===== config.mk =====
export PLATFORM = sky130hd
export DESIGN_NAME = data_mem_ctrl
export DESIGN_NICKNAME = d
export VERILOG_FILES = /design/src/rtl/data_mem_pkg.sv /design/src/rtl/data_mem_array.sv /design/src/rtl/data_mem_ctrl.sv
export SDC_FILE = /design/constraint.sdc
export NUM_CORES = 2
export LEC_CHECK = 0
export ABC_AREA = 1
export CELL_PAD_IN_SITES_DETAIL_PLACEMENT = 0
export CELL_PAD_IN_SITES_GLOBAL_PLACEMENT = 2
export CORE_MARGIN = 1.5
export CORE_UTILIZATION = 30
export DETAILED_ROUTE_END_ITERATION = 7
export PLACE_DENSITY_LB_ADDON = 0.05
export SLEW_MARGIN = 10
export SYNTH_ARGS = -nofsm -noshare
export SYNTH_HDL_FRONTEND = slang
export SYNTH_SLANG_ARGS = --single-unit

===== constraint.sdc =====
create_clock -name Clk -period 9.81 [get_ports Clk]
set_input_delay 1.962 -clock Clk [delete_from_list [all_inputs] [get_ports Clk]]
set_output_delay 1.962 -clock Clk [all_outputs]
set_load 0.03 [all_outputs]

===== src/rtl/data_mem_pkg.sv =====
// rtl/data_mem_pkg.sv - shared constants, FSM state encodings and parity helper for data_mem_ctrl
package data_mem_pkg;

  localparam int DEF_DW    = 8;
  localparam int DEF_AW    = 8;
  localparam int DEF_DEPTH = 256;

  // Two-state controller: serving requests, or zeroing the array one word per cycle
  localparam logic [0:0] S_IDLE  = 1'b0;
  localparam logic [0:0] S_CLEAR = 1'b1;

  // Even parity: the returned bit makes the total count of ones (data + parity) even.
  // Callers zero-extend their data to 64 bits, so DW must not exceed 64.
  function automatic logic even_parity(input logic [63:0] data);
    return ^data;
  endfunction

endpackage


===== src/rtl/data_mem_array.sv =====
// rtl/data_mem_array.sv - DEPTH x WW storage, one write port and one registered read port
module data_mem_array #(
  parameter int WW    = 8,
  parameter int AW    = 8,
  parameter int DEPTH = 256
) (
  input  logic          Clk,
  input  logic          Reset,
  input  logic          wr_en,
  input  logic [AW-1:0] wr_addr,
  input  logic [WW-1:0] wr_word,
  input  logic          rd_en,
  input  logic          rd_zero,
  input  logic [AW-1:0] rd_addr,
  output logic [WW-1:0] rd_word
);

  // Storage carries no reset; the controller's clear sequencer zeroes it
  logic [WW-1:0] mem [DEPTH];

  // Single write port; the controller guarantees wr_addr < DEPTH whenever wr_en is set
  always_ff @(posedge Clk) begin
    if (wr_en) begin
      mem[wr_addr] <= wr_word;
    end
  end

  // Registered read; holds its value between reads, and rd_zero substitutes 0 for out-of-range reads
  always_ff @(posedge Clk) begin
    if (Reset) begin
      rd_word <= '0;
    end else if (rd_en) begin
      rd_word <= rd_zero ? '0 : mem[rd_addr];
    end
  end

endmodule


===== src/rtl/data_mem_ctrl.sv =====
// rtl/data_mem_ctrl.sv - handshaked data memory with clear sequencer; optional parity under DATA_MEM_PARITY_EN
import data_mem_pkg::*;

module data_mem_ctrl #(
  parameter int DW             = DEF_DW,
  parameter int AW             = DEF_AW,
  parameter int DEPTH          = DEF_DEPTH,
  parameter bit CLEAR_ON_RESET = 1'b1
) (
  input  logic          Clk,
  input  logic          Reset,
  input  logic          ClearStart,
  input  logic          ReqValid,
  output logic          ReqReady,
  input  logic          ReqWrite,
  input  logic [AW-1:0] ReqAddr,
  input  logic [DW-1:0] ReqWData,
  output logic          RspValid,
  output logic [DW-1:0] RspData,
`ifdef DATA_MEM_PARITY_EN
  input  logic          ParFlip,
  output logic          RspErr,
`endif
  output logic          Busy
);

`ifdef DATA_MEM_PARITY_EN
  localparam int WW = DW + 1;
`else
  localparam int WW = DW;
`endif

  logic [0:0]    state;
  logic [AW-1:0] ptr;
  logic          accept;
  logic          in_range;
  logic          ptr_last;
  logic          wr_en;
  logic [AW-1:0] wr_addr;
  logic [WW-1:0] wr_word;
  logic          rd_en;
  logic [WW-1:0] rd_word;

  assign Busy     = (state == S_CLEAR);
  assign ReqReady = (state == S_IDLE) && !ClearStart;
  assign accept   = ReqValid && ReqReady;
  assign in_range = (32'(ReqAddr) < 32'(DEPTH));
  assign ptr_last = (32'(ptr) == 32'(DEPTH - 1));
  assign rd_en    = accept && !ReqWrite;

  // Write port mux: the clear sequencer owns the port in CLEAR, accepted in-range writes otherwise
  always_comb begin
    wr_en   = 1'b0;
    wr_addr = ReqAddr;
    wr_word = '0;
    if (state == S_CLEAR) begin
      wr_en   = 1'b1;
      wr_addr = ptr;
    end else if (accept && ReqWrite && in_range) begin
      wr_en = 1'b1;
`ifdef DATA_MEM_PARITY_EN
      wr_word = {even_parity(64'(ReqWData)) ^ ParFlip, ReqWData};
`else
      wr_word = ReqWData;
`endif
    end
  end

  // FSM and clear pointer; ClearStart only matters in IDLE and always restarts from word 0
  always_ff @(posedge Clk) begin
    if (Reset) begin
      state <= CLEAR_ON_RESET ? S_CLEAR : S_IDLE;
      ptr   <= '0;
    end else if (state == S_CLEAR) begin
      if (ptr_last) begin
        state <= S_IDLE;
        ptr   <= '0;
      end else begin
        ptr <= ptr + AW'(1);
      end
    end else if (ClearStart) begin
      state <= S_CLEAR;
      ptr   <= '0;
    end
  end

  // Response strobe: one-cycle pulse following each accepted read
  always_ff @(posedge Clk) begin
    if (Reset) begin
      RspValid <= 1'b0;
    end else begin
      RspValid <= rd_en;
    end
  end

  data_mem_array #(
    .WW    (WW),
    .AW    (AW),
    .DEPTH (DEPTH)
  ) u_array (
    .Clk     (Clk),
    .Reset   (Reset),
    .wr_en   (wr_en),
    .wr_addr (wr_addr),
    .wr_word (wr_word),
    .rd_en   (rd_en),
    .rd_zero (!in_range),
    .rd_addr (ReqAddr),
    .rd_word (rd_word)
  );

  assign RspData = rd_word[DW-1:0];

`ifdef DATA_MEM_PARITY_EN
  // Stored parity checked against parity recomputed from the stored data
  assign RspErr = rd_word[DW] ^ even_parity(64'(rd_word[DW-1:0]));
`endif

endmodule


# --- Yosys cells after proc, flatten, opt, wreduce, memory -nomap -nowiden ---
# Memory sizes are Yosys's and may differ from the RTL's. A register that Yosys moved wholly into a read port is not among the register bits.
# Index checks and enable logic that the tools add are counted.
word_totals:
  word_cells: 27
  output_inout_bits: 11
  ramBits: 2048
  inputBits: 21
  register_bits: 10
  memories: 1
classes:
  n_addsub: 1
  reduce_logical: 7
  n_mux: 13
  bitwise_logic: 1
  eq_ne: 1
mem_list:
  columns: ["memory", "depth", "word_bits", "rd", "rd_ports_with_merged_regs", "wr", "line", "text"]
  rows:
  - ["u_array.mem", 256, 8, 1, 1, 1, "data_mem_array.sv:19", "logic [WW-1:0] mem [DEPTH];"]
ops:
  columns: ["operator", "n"]
  rows:
  - ["8-bit two-way mux", 6]
  - ["8-bit by 1-bit adder with 8-bit output, second input constant", 1]
  - ["8-bit equality test, second input constant", 1]
  - ["1-bit two-way mux", 7]
  - ["1-bit logical AND", 4]
  - ["1-bit zero test", 2]
  - ["2-bit nonzero test", 1]
  - ["1-bit NOT", 1]

# --- Depth between registers and ports, before layout ---
logic_depth:
  ltp_word: 8
  ltp_mapped: 17
  mapped_depth_nobuf: 13

# --- By module ---
# Synthesis repeated with hierarchy kept, for this count alone.
unflattened:
  cells_unflattened: 7120
  area_unflattened_um2: 84129.4
modules_own_cells:
  columns: ["mod", "cells_per_inst", "seq_area_each_um2", "area_each_um2", "n_inst"]
  rows:
  - ["data_mem_array", 7006, 61659.1, 83405.0, 1]
  - ["data_mem_ctrl", 114, 200.2, 724.4, 1]

# --- Worst setup path after synthesis ---
# Ideal clock, no wire load.
synth_path:
  path_kind: "input-to-reg"
  from: "input ClearStart"
  to: "memory u_array.mem[0][0] (data pin)"
  arrival_ns: 8.691
  n_path_buf: 0
  path_slack_ns: -0.273
  cell_stages: 5
  setup_time_ns: 1.392
  t_required_ns: 8.418
  path_cell_list: "nor2_2 -> inv_2 -> nor3_1 -> inv_1 -> nor2_1"
synth_via:
  elab_chain_cells: 6
synth_rtl:
  columns: ["item", "line", "text"]
  rows:
  - ["start, declared", "data_mem_ctrl.sv:12", "input logic ClearStart,"]
  - ["1-bit zero test", "data_mem_ctrl.sv:45", "assign ReqReady = (state == S_IDLE) && !ClearStart;"]
  - ["1-bit logical AND", "data_mem_ctrl.sv:45", null]
  - ["1-bit logical AND", "data_mem_ctrl.sv:46", "assign accept = ReqValid && ReqReady;"]
  - ["1-bit logical AND", "data_mem_ctrl.sv:59", "end else if (accept && ReqWrite && in_range) begin"]
  - ["8-bit two-way mux", "data_mem_ctrl.sv:59", null]
  - ["8-bit two-way mux", "data_mem_ctrl.sv:56", "if (state == S_CLEAR) begin"]
  - ["named net u_array.wr_word[0]", "data_mem_array.sv:11", "input logic [WW-1:0] wr_word,"]
  - ["end, declared", "data_mem_array.sv:19", null]
# The timed path passes the listed nets, and every way through them passes these cells.

# --- Final worst setup path ---
layout_path:
  from: "input ClearStart"
  to: "output ReqReady"
layout_via:
  elab_chain_cells: 2
layout_rtl:
  columns: ["item", "line", "text"]
  rows:
  - ["1-bit zero test", "data_mem_ctrl.sv:45", null]
  - ["1-bit logical AND", "data_mem_ctrl.sv:45", null]
  - ["end, declared", "data_mem_ctrl.sv:14", "output logic ReqReady,"]
# Every way passes these cells.

==> impl_metrics.tcl <==
set metrics [dict create \
    critPathArrivalTime_ps 3450 \
    multiInputGateArea_sq_um 19700 \
    drv_slew 0 \
    clock_sinks 2066 \
    post_cts_resized 0 \
    ys_types 30 \
    fp.dieH_um 533 \
    dpl.cell_count 10500 \
    muxShareOfSynthArea_pct 0 \
    final_worst_clock_skew_ps 33.3 \
    min_delay_path_depth 2 \
    clockBufferDepth 4 \
    power_mw 19.3 \
    maxCapViolCount 0 \
    remaining_drc_errors 0 \
    timing.critical_path.from "ClearStart" \
    area_share_of_fa_ha_maj_cells_after_synthesis_pct 0.0149 \
    number_of_enable_flip_flop_cells_after_synthesis 2048 \
    syn_to_final_growth_pct 13.4 \
    drt_first_pass_iters 5 \
    synth-async-reset-ratio_pct 0 \
    share_of_the_synthesized_area_in_compound_gates_ao_oa_aoi_oai_pct 0.247 \
    nets 7025 \
    clk_pin_slew_worst_paths_ps 60 \
    synth.avg_cell_area_sq_um 11.8 \
    ff2ff_setup_slack_ps 5810 \
    finished_layout_cells 10900 \
    yosysSeqAreaShare_pct 73.5 \
    floorplan.die_area_sq_um 284000 \
    peakVddDrop_v 0.000131 \
    min_path_type "flop to flop" \
    clkPwrFrac_pct 45.4 \
    fill_cells 27900 \
    max_slew.worst_pin.slew_ps 1230 \
    switchingPower_mw 4.40 \
    htreeDepth 4 \
    status "complete, no violations" \
    post-dp-hpwl_um 159000 \
    synth_area_leader_cell "sky130_fd_sc_hd__edfxtp_1" \
    rows 194 \
    drtAntennaViolNets 0 \
    grt_first_pass_wirelength_um 407000 \
    synth.area.top_cells "sky130_fd_sc_hd__edfxtp_1 (73%), sky130_fd_sc_hd__nand3_1 (12%), sky130_fd_sc_hd__nand2_1 (9.5%)" \
    number_of_buffer_and_inverter_instances_along_the_worst_setup_path 2 \
    final_setup_violation_count 0 \
    totalNegativeSetupSlack_ps 0 \
    route.vias.total 53500 \
    design.core.area_sq_um 279000 \
    fraction_of_layout_cells_with_a_size_suffix_above_1_pct 6.19 \
    final.min_clock_period_ps 5420 \
    dr.first_iter.drc_count 4000 \
    cp-end-kind "output port" \
    clk_root_buffer_cell "sky130_fd_sc_hd__clkbuf_16" \
    comb_power_share_pct 5.0 \
    synth_commonest_cells "sky130_fd_sc_hd__nand2_1 (2136), sky130_fd_sc_hd__edfxtp_1 (2048), sky130_fd_sc_hd__nand3_1 (2025), sky130_fd_sc_hd__nor2_1 (302), sky130_fd_sc_hd__buf_2 (267)" \
    setup_repair_after_global_routing_missed_its_margin "no" \
    grt_usage_pct 19.9 \
    globalRoute.totalOverflow 0 \
    power.internal_mw 14.9 \
    hold_ws_ps 495 \
    p_sw_share_pct 22.8 \
    final-seq-area_sq_um 61900 \
    postSynth.topFlopCell "sky130_fd_sc_hd__edfxtp_1" \
    final_critical_path_setup_slack_ps 4390 \
    number_of_antenna_violations_at_the_first_check_in_global_routing 18 \
    critPathCapture "ReqReady" \
    fp.dieW_um 533 \
    post-route-period-util_pct 55.2 \
    place_ws_ps 3880 \
    rr_endpoint "u_array.mem[100][7]" \
    grt_pass1_vias 53200 \
    timing.fmax_mhz 185 \
    grt_max_degree 189 \
    critical-path-slowest-cell "sky130_fd_sc_hd__clkdlybuf4s50_1" \
    cts_setup_buffers 0 \
    pin_count 32 \
    wire_per_inst_um 26.3 \
    post_synth_and_or_nand_nor_area_fraction_pct 23.0 \
    routed_via_density 4.89 \
    max_slew_margin_pct 17.6 \
    setup.worst_path.start_class "input pin" \
    dominant_combinational_cell_family_by_area_after_synthesis "simple AND/OR/NAND/NOR gates" \
    tritoncts "yes" \
    cts_buffer_count 238 \
    portBuffers 31 \
    seqPwrFrac_pct 49.6 \
    ys_ff_latch 2066 \
    synth.yosys.warnings 0 \
    classification_of_the_worst_setup_path "input pin to output port" \
    syn_inst 7130 \
    worst-path-max-fanout 7 \
    synth_fp_nets 7152 \
    timing.critical_path.max_delay_family "buffers and inverters" \
    path_common_cell "sky130_fd_sc_hd__clkdlybuf4s50_1" \
    start_util_pct 30.2 \
    yosys.cell_count.top_type "sky130_fd_sc_hd__nand2_1" \
    synth_top_area_share_pct 73.1 \
    r2r.worst_path.cells 8 \
    timing.critical_path.required_ps 7850 \
    worstSkewPairLatency_ps 910 \
    worstSetupPathDepth 3 \
    critPathMaxStageDelay_ps 750 \
    synthesis.area_sq_um 84200 \
    routed_wirelength_um 288000 \
    reg_to_reg_startpoint "Busy" \
    critical_path.cell_chain "clkdlybuf4s50_1, nor2_2, clkdlybuf4s50_1" \
    ctsHoldBuffers 0 \
    total_leakage_power_nw 32.9 \
    routabilityCongestion 0.745 \
    post_synth_xor_area_fraction_pct 0 \
    finalHoldViolCount 0 \
    power.density_cell_area_nw_per_um2 202 \
]
[tightest hold or removal path, delay by kind of cell, from the launching register on]
kind | cells | cell delay (ps)
AOI/OAI and AO/OA | 1 | 50
DFF | 1 | 320
and+or+nand+nor | 1 | 70
[metrics by stage]
step                area [sq um]  utilization [%]
floorplan                  84200                -
global placement           87900             31.5
global route               95400             34.2
finish                     95500             34.2
CTS                        95400             34.2
detailed placement         87900             31.5
[layer usage]
metal  part of all wire (%)  global-route usage (%)  routed length, um
met4                    2.0                    4.46               5880
met3                    3.9                    2.56              11400
met2                     49                    33.4             140000
met1                     45                    27.2             131000
met5                      0                       0                  0
[power groups by stage]
stage | Clock (mW) | Combinational (mW) | Sequential [mW]
6_report | 8.75 | 0.970 | 9.57
5_1_grt | 9.29 | 1.06 | 9.56
2_1_floorplan | 0 | 0.593 | 9.75
3_3_place_gp | 0 | 0.998 | 9.75
4_1_cts | 8.99 | 0.995 | 9.57
3_5_place_dp | 0 | 0.994 | 9.75
[final cells by class]
type | count | share of cell area [%]
Sequential cell | 2066 | 64.8
Clock inverter | 129 | 1.27
Antenna cell | 7 | 0.0184
Multi-Input combinational cell | 4506 | 20.6
Timing Repair Buffer | 118 | 1.45
Tap cell | 3724 | 4.88
Clock buffer | 308 | 6.63
Inverter | 73 | 0.326
[cells in the final DEF (no fill, tap or decap), types with 25 or more instances in the layout]
| cell type | Yosys | final |
|---|---|---|
| sky130_fd_sc_hd__edfxtp_1 | 2048 | 2048 |
| sky130_fd_sc_hd__clkinv_2 | 0 | 35 |
| sky130_fd_sc_hd__clkbuf_1 | 112 | 62 |
| sky130_fd_sc_hd__nor2_1 | 302 | 294 |
| sky130_fd_sc_hd__clkdlybuf4s50_1 | 0 | 25 |
| sky130_fd_sc_hd__nand2_1 | 2136 | 2120 |
| sky130_fd_sc_hd__clkinv_1 | 0 | 60 |
| sky130_fd_sc_hd__buf_12 | 0 | 33 |
| sky130_fd_sc_hd__clkbuf_16 | 0 | 241 |
| sky130_fd_sc_hd__inv_1 | 68 | 65 |
| sky130_fd_sc_hd__nand3_1 | 2025 | 2025 |
| sky130_fd_sc_hd__buf_4 | 50 | 55 |
[flip-flops by register name, indices dropped and copies added, names as in the netlist]
signal and flops:
RspValid 1, u_array.mem 2048, u_array.rd_word 8, Busy 1, ptr 8
[kinds of logic (layout without fill, tap and decap cells)]
logic type	after synthesis	count (layout)
buffers and inverters	558	628
adders and majority gates	1	1
AOI/OAI and AO/OA	32	32
other	0	7
and+or+nand+nor	4473	4473
DFF	2066	2066
[worst min path at each step]
stage          endpoint  startpoint  slack (ps)
2_1_floorplan    ptr[1]      ptr[1]         450
3_3_place_gp     ptr[1]      ptr[1]         470
3_5_place_dp     ptr[4]      ptr[4]         480
4_1_cts          ptr[1]      ptr[1]         500
5_1_grt          ptr[1]      ptr[1]         520
6_report         ptr[1]      ptr[1]         490
Note: power is estimated with default switching activity, not from simulation.
